$ cat config.mk
export PLATFORM = sky130hd
export DESIGN_NAME = io_responder
export DESIGN_NICKNAME = d
export VERILOG_FILES = /design/src/rtl/io_responder_pkg.sv /design/src/rtl/io_responder_btn_debounce.sv /design/src/rtl/io_responder.sv
export SDC_FILE = /design/constraint.sdc
export NUM_CORES = 1
export LEC_CHECK = 0
export ABC_AREA = 1
export BUFFER_PORTS_ARGS = -buffer_cell sky130_fd_sc_hd__buf_2
export CORE_MARGIN = 3
export CORE_UTILIZATION = 30
export DETAILED_ROUTE_END_ITERATION = 8
export GPL_TIMING_DRIVEN = 0
export PLACE_DENSITY = 0.49
export SLEW_MARGIN = 20
export SYNTH_ARGS = -nofsm -noshare
export SYNTH_HDL_FRONTEND = slang
export SYNTH_HIERARCHICAL = 1
export SYNTH_SLANG_ARGS = --single-unit
$ cat constraint.sdc
create_clock -name clk -period 1.84 [get_ports clk]
set_clock_uncertainty 0.15 [all_clocks]
set_input_delay 0.368 -clock clk [delete_from_list [all_inputs] [get_ports clk]]
set_output_delay 0.368 -clock clk [all_outputs]
set_load 0.01 [all_outputs]
$ cat src/rtl/io_responder_pkg.sv
// Shared IO-bus definitions: data width and the responder's address map.
package io_responder_pkg;

  localparam int IO_W = 32;

  typedef logic [IO_W-1:0] io_word_t;

  localparam logic [7:0] io_led_addr       = 8'h00;
  localparam logic [7:0] io_out_ready_addr = 8'h04;
  localparam logic [7:0] io_seg_addr       = 8'h08;
  localparam logic [7:0] io_in_valid_addr  = 8'h0C;
  localparam logic [7:0] io_sw_data_addr   = 8'h10;
  localparam logic [7:0] io_cycles_addr    = 8'h14;

endpackage

$ cat src/rtl/io_responder_btn_debounce.sv
// Raw button conditioning: 2-flop synchroniser, stable-level counter and a
// one-cycle pulse on each rising edge of the debounced level.
module io_responder_btn_debounce
  import io_responder_pkg::*;
#(
  parameter int DEB_CYCLES = 1_000_000
) (
  input  logic clk,
  input  logic rst,
  input  logic btn_raw,
  output logic btn_rise
);

  localparam int CNT_W = $clog2(DEB_CYCLES);
  localparam logic [CNT_W-1:0] CNT_MAX = CNT_W'(DEB_CYCLES - 1);

  logic             sync_p0;
  logic             sync_p1;
  logic [CNT_W-1:0] stable_cnt;
  logic             deb_level;
  logic             deb_prev;

  // Two-stage synchroniser for the asynchronous button input.
  always_ff @(posedge clk) begin
    if (rst) begin
      sync_p0 <= 1'b0;
      sync_p1 <= 1'b0;
    end else begin
      sync_p0 <= btn_raw;
      sync_p1 <= sync_p0;
    end
  end

  // Count consecutive cycles of a differing level; flip once it has held long enough.
  always_ff @(posedge clk) begin
    if (rst) begin
      stable_cnt <= '0;
      deb_level  <= 1'b0;
    end else if (sync_p1 == deb_level) begin
      stable_cnt <= '0;
    end else if (stable_cnt == CNT_MAX) begin
      stable_cnt <= '0;
      deb_level  <= sync_p1;
    end else begin
      stable_cnt <= stable_cnt + CNT_W'(1);
    end
  end

  // Delayed copy of the debounced level for edge detection.
  always_ff @(posedge clk) begin
    if (rst) deb_prev <= 1'b0;
    else     deb_prev <= deb_level;
  end

  // Both inputs are registers, so the pulse is glitch-free.
  assign btn_rise = deb_level & ~deb_prev;

endmodule

$ cat src/rtl/io_responder.sv
// Memory-mapped IO responder: LED/seven-segment registers, switch handover
// with button-driven valid flags, cycle counter and the combinational read mux.
module io_responder
  import io_responder_pkg::*;
#(
  parameter int DEB_CYCLES = 1_000_000,
  parameter int SW_W       = 16
) (
  input  logic            clk,
  input  logic            rst,
  input  logic [7:0]      io_addr,
  input  logic [IO_W-1:0] io_dout,
  input  logic            io_we,
  input  logic            io_rd,
  output logic [IO_W-1:0] io_din,
  input  logic [SW_W-1:0] sw,
  input  logic            btn_in,
  input  logic            btn_out,
  output logic [SW_W-1:0] led,
  output logic [IO_W-1:0] seg_data,
  output logic            in_valid,
  output logic            out_valid
);

  logic [SW_W-1:0] sw_p0;
  logic [SW_W-1:0] sw_p1;
  logic [SW_W-1:0] sw_latch;
  io_word_t        cycle_cnt;
  logic            in_rise;
  logic            out_rise;
  logic            wr_led;
  logic            wr_seg;
  logic            rd_sw;

  io_responder_btn_debounce #(.DEB_CYCLES(DEB_CYCLES)) u_deb_in (
    .clk      (clk),
    .rst      (rst),
    .btn_raw  (btn_in),
    .btn_rise (in_rise)
  );

  io_responder_btn_debounce #(.DEB_CYCLES(DEB_CYCLES)) u_deb_out (
    .clk      (clk),
    .rst      (rst),
    .btn_raw  (btn_out),
    .btn_rise (out_rise)
  );

  // Full 8-bit decode; writes and reads to other addresses have no effect.
  assign wr_led = io_we && (io_addr == io_led_addr);
  assign wr_seg = io_we && (io_addr == io_seg_addr);
  assign rd_sw  = io_rd && (io_addr == io_sw_data_addr);

  // Two-stage synchroniser for the asynchronous switch bank.
  always_ff @(posedge clk) begin
    if (rst) begin
      sw_p0 <= '0;
      sw_p1 <= '0;
    end else begin
      sw_p0 <= sw;
      sw_p1 <= sw_p0;
    end
  end

  // Switch handover: a button edge latches the switches; setting beats the read-clear.
  always_ff @(posedge clk) begin
    if (rst) begin
      sw_latch <= '0;
      in_valid <= 1'b0;
    end else if (in_rise) begin
      sw_latch <= sw_p1;
      in_valid <= 1'b1;
    end else if (rd_sw) begin
      in_valid <= 1'b0;
    end
  end

  // Output registers; a SEG write beats a coincident acknowledge.
  always_ff @(posedge clk) begin
    if (rst) begin
      led       <= '0;
      seg_data  <= '0;
      out_valid <= 1'b0;
    end else begin
      if (wr_led) led <= io_dout[SW_W-1:0];
      if (wr_seg) begin
        seg_data  <= io_dout;
        out_valid <= 1'b1;
      end else if (out_rise) begin
        out_valid <= 1'b0;
      end
    end
  end

  // Free-running cycle counter, wraps naturally at 2^32.
  always_ff @(posedge clk) begin
    if (rst) cycle_cnt <= '0;
    else     cycle_cnt <= cycle_cnt + 32'd1;
  end

  // Read mux depends only on the address, never on io_rd.
  always_comb begin
    io_din = '0;
    case (io_addr)
      io_out_ready_addr: io_din = {31'b0, ~out_valid};
      io_in_valid_addr:  io_din = {31'b0, in_valid};
      io_sw_data_addr:   io_din = IO_W'(sw_latch);
      io_cycles_addr:    io_din = cycle_cnt;
      default:           io_din = '0;
    endcase
  end

endmodule

# Word-level counts from Yosys, hierarchy flattened
# Index checks and enable logic that the tools add are counted.
[totals] ff_bits=178 input_bits=62 out_inout_bits=82 word_cells=52
[classes] addsub=3 eq_ne=9 n_mux=5 n_bitwise=7 n_reduce_logical=10
[ops] operator="$pmux W32 S4" count=1
[ops] operator="$add A20 B1 Y20 const B" count=2
[ops] operator="$eq A20 B20 Y1 const B" count=2
[ops] operator="$add A32 B1 Y32 const B" count=1
[ops] operator="$eq A8 B4 Y1 const B" count=2
[ops] operator="$eq A8 B5 Y1 const B" count=2
[ops] operator="$eq A8 B3 Y1 const B" count=1
[ops] operator="$logic_not A8 Y1" count=1
[ops] operator="$reduce_or A3 Y1" count=2
[ops] operator="$not A1 Y1" count=5
[ops] operator="$mux W1" count=4
[ops] operator="$reduce_and A2 Y1" count=2
[ops] operator="$reduce_bool A2 Y1" count=2
[ops] operator="$logic_and A1 B1 Y1" count=3
[ops] operator="$and A1 B1 Y1" count=2
[ops] operator="$eq A1 B1 Y1" count=2

# Depth between registers and ports, before layout
[logic_depth] word_depth=4 mapped_depth=8 depth_no_buf=8

# Modules after synthesis
# Netlist, hierarchy kept.
[modules_own_cells] module="io_responder" n_inst=1 cells_each=738 area_per_inst_um2=5275.1 seq_area_each_um2=2602.5
[modules_own_cells] module="io_responder_btn_debounce" n_inst=2 cells_each=168 area_per_inst_um2=1219.9 seq_area_each_um2=480.5

# Worst setup path after synthesis
# No wires, ideal clock.
[synth_path] kind="in2out" start="input port io_addr[1]" end="output port io_din[10]" arrival_ps=1159 required_ps=1322 slack_ps=163 stages=8 path_buffers=1 path_cell_list="nor2_4 > nand2_2 > inv_2 > nand2_1 > nor2_4 > buf_6 > nand2_1 > o21ai_1"
[synth_between] elab_chain_cells=2 elab_cells_between_ends=5 cone_classes="eq/ne (4); mux (1)"
[synth_lines] item="from (decl)" line="io_responder.sv:11" source="input logic [7:0] io_addr,"
[synth_lines] item="$eq A8 B5 Y1 (tied with other cells)" line="io_responder.sv:104" source="case (io_addr)"
[synth_lines] item="$pmux W32 S4 *" line="io_responder.sv:104"
[synth_lines] item="to (decl)" line="io_responder.sv:15" source="output logic [IO_W-1:0] io_din,"
# Every way passes the cells marked *; elsewhere a longest branch is shown, timed or not.

# Worst setup path in the final report
[layout_path] start="input port io_addr[5]" end="output port io_din[6]"
# The elaborated chain is that of the path after synthesis.

==> results.json <==
{
  "arrival_ps": 1470,
  "synth-compound-area-share_pct": 9.54,
  "drc_errors": 0,
  "grt_pass1_wl_mm": 35.1,
  "gp_congestion": 0.861,
  "rsz0062_at_grt": "true",
  "critPathLaunch": "io_addr[5]",
  "cts_buffer_depth": 2,
  "worst_hold_path.endpoint": "seg_data[22]$_SDFFE_PP0P_",
  "synth_simple_gate_area_share_pct": 33.7,
  "r2r-start": "u_deb_out/stable_cnt[0]$_SDFF_PP0_",
  "critPathRequiredTime_ps": 1320,
  "yosysWarnings": 6,
  "drt_pre_antenna_iters": 5,
  "ys_ff_latch": 178,
  "hold_violations": 0,
  "worst_pin_slew_ps": 600,
  "cap_violations": 0,
  "wl_per_cell_um": 13.3,
  "hp-start": "io_dout[22]",
  "dieArea_mm2": 0.0277,
  "drv_slew": 0,
  "finalSetupViolations": 32,
  "cp-start-kind": "primary input",
  "synth_xor_area_share_pct": 1.59,
  "port_buffers": 143,
  "final_util_pct": 40.7,
  "synth.mux.area_fraction_pct": 0,
  "gr-total-overflow": 0,
  "ys_types": 35,
  "syn_to_final_growth_pct": 33.2,
  "core_area_mm2": 0.0253,
  "violations": "setup timing",
  "dp_cells": 1547,
  "period_share_pct": 108,
  "row_count": 58,
  "dr.first_iter.drc_count": 406,
  "worst_setup_path_end_kind": "output port",
  "finalSetupTns_ps": -2500,
  "synthAdderAreaFrac_pct": 0.487,
  "routed-via-count": 7093,
  "crit_type": "in -> out",
  "ff2ff_setup_slack_ps": 130,
  "cts_made_buffers": 17,
  "yosysSeqAreaShare_pct": 46.2,
  "layout_common_cells": "nor2_1, dfxtp_1, nand2_1",
  "avgViaCountPerCell": 4.41,
  "postRouteAntennaNets": 0,
  "grt_pass1_vias": 6900,
  "num-nets-final": 1331,
  "diodes": 0,
  "cp_max_fo": 5,
  "fmax_mhz": 504,
  "hpwl_mm": 15.8,
  "r2r_cells": 7,
  "cts_sinks": 178,
  "grt_max_degree": 18,
  "initial_utilization_pct": 30.5,
  "total_power_mw": 8.24,
  "place_area_mm2": 0.00884,
  "h-tree-depth": 4,
  "syn_avg_cell_area_um2": 7.18,
  "syn_area_mm2": 0.00771,
  "maxSlewHeadroom_pct": 60.0,
  "synthCells": 1074,
  "die_h_um": 166,
  "clockRootBuffer": "clkbuf_16",
  "die_w_um": 166,
  "async_reset_ff_share_pct": 0,
  "hold_class": "in -> reg",
  "finalNonFillerCells": 1609,
  "reg2reg_to": "u_deb_out/stable_cnt[11]$_SDFF_PP0_",
  "io_pins": 144,
  "layout_commonest_cell": "nor2_1",
  "hold_depth": 3,
  "clk_pin_slew_worst_paths_ps": 70,
  "drt-total-wl_mm": 21.3,
  "fin_area_mm2": 0.0103,
  "insertion_delay_ps": 430,
  "whs_ps": 45.1,
  "period_needed_ps": 1990,
  "synth_fp_nets": 1139,
  "cts_tree": "built",
  "grt_usage_pct": 15.5,
  "status": "complete, but fails checks",
  "p_per_area_mw_per_mm2": 802,
  "ir_worst_vdd_mv": 0.448,
  "fin_ws_ps": -146,
  "antenna_found_initial": 1,
  "synthFlopType": "dfxtp_1",
  "drive_gt1_share_pct": 26.7,
  "synth_edf_count": 0,
  "synth_top_family_by_area": "simple AND/OR/NAND/NOR gates",
  "preCtsSetupSlack_ps": -561,
  "p_leak_nw": 4.15
}
-- worst max path at each step --
stage	depth (start not counted)	slack, ps	end
2_1_floorplan	8	160	io_din[10]
3_3_place_gp	8	-590	io_din[0]
3_5_place_dp	8	-560	io_din[0]
4_1_cts	8	-190	io_din[0]
5_1_grt	10	-230	io_din[5]
6_report	10	-150	io_din[6]
-- area by class of cell --
| cell class | instances | area [µm²] |
|---|---|---|
| fillers | 2692 | 15000 |
| inverters | 123 | 465 |
| flip-flops and latches | 178 | 3560 |
| clock buffers | 17 | 425 |
| clock inverters | 15 | 223 |
| repair buffers | 174 | 1200 |
| multi-input cells | 743 | 3780 |
| well taps | 330 | 413 |
| plain buffers | 29 | 206 |
-- registers in the layout, indices dropped and copies added, names as in the netlist, 16 cells and up --
signal	count
led	16
cycle_cnt	32
u_deb_out/stable_cnt	20
seg_data	32
sw_latch	16
sw_p1	16
sw_p0	16
u_deb_in/stable_cnt	20
-- worst max-delay path, stage by stage --
cell and delay, ps:
buf_6 90, inv_2 40, nand2_2 60, nor2_4 180, inv_2 60, nor2_4 200, buf_6 170, nand2_2 50
o21ai_2 70, buf_2 160
-- power by group --
group          switching (mW)  internal (mW)  leakage [nW]
Sequential             0.0175           3.90          1.44
Clock                    1.67           2.32         0.311
Combinational           0.182          0.146          2.40
-- synth_stat cells (4+ instances only) --
library cell | n | area share [%]
a21oi_1 | 37 | 2.4
a21oi_2 | 6 | 0.68
and2_1 | 4 | 0.32
buf_2 | 6 | 0.39
buf_6 | 5 | 0.73
clkbuf_1 | 14 | 0.68
dfxtp_1 | 178 | 46
inv_1 | 108 | 5.3
inv_2 | 13 | 0.63
nand2_1 | 158 | 7.7
nand2_2 | 10 | 0.81
nand2_4 | 4 | 0.58
nand3_1 | 38 | 2.5
nand3_2 | 7 | 0.91
nand4_1 | 9 | 0.73
nor2_1 | 292 | 14
nor2_2 | 33 | 2.7
nor2_4 | 12 | 1.8
nor3_1 | 10 | 0.65
o21ai_0 | 68 | 4.4
o21ai_1 | 24 | 1.6
or2_0 | 4 | 0.32
xnor2_1 | 8 | 0.91
xor2_1 | 6 | 0.68
-- kinds of logic after synthesis --
kind of cell             count (synthesis)
buffers and inverters                  153
AND/OR/NAND/NOR                        586
flip-flops                             178
AO/OA/AOI/OAI                          140
adder cells (fa/ha/maj)                  3
XOR/XNOR                                14
-- repair_timing --
action                     CTS  global route
resized for setup           62            60
setup endpoints to repair   42            53
hold buffers                18             0
cloned                       1             1
buffers inserted             6             5
hold endpoints to repair    18             0
pin swaps                    7             8
-- routing by layer --
layer / wire length [µm] / vias up / GRT usage [%]
li1: - / 3734 / -
met4: 162 / 2 / 3.95
met2: 9570 / 132 / 25.3
met1: 10600 / 3216 / 20.9
met5: 12 / - / 0
met3: 974 / 9 / 3.38
Note: power is estimated with default switching activity, not from simulation.
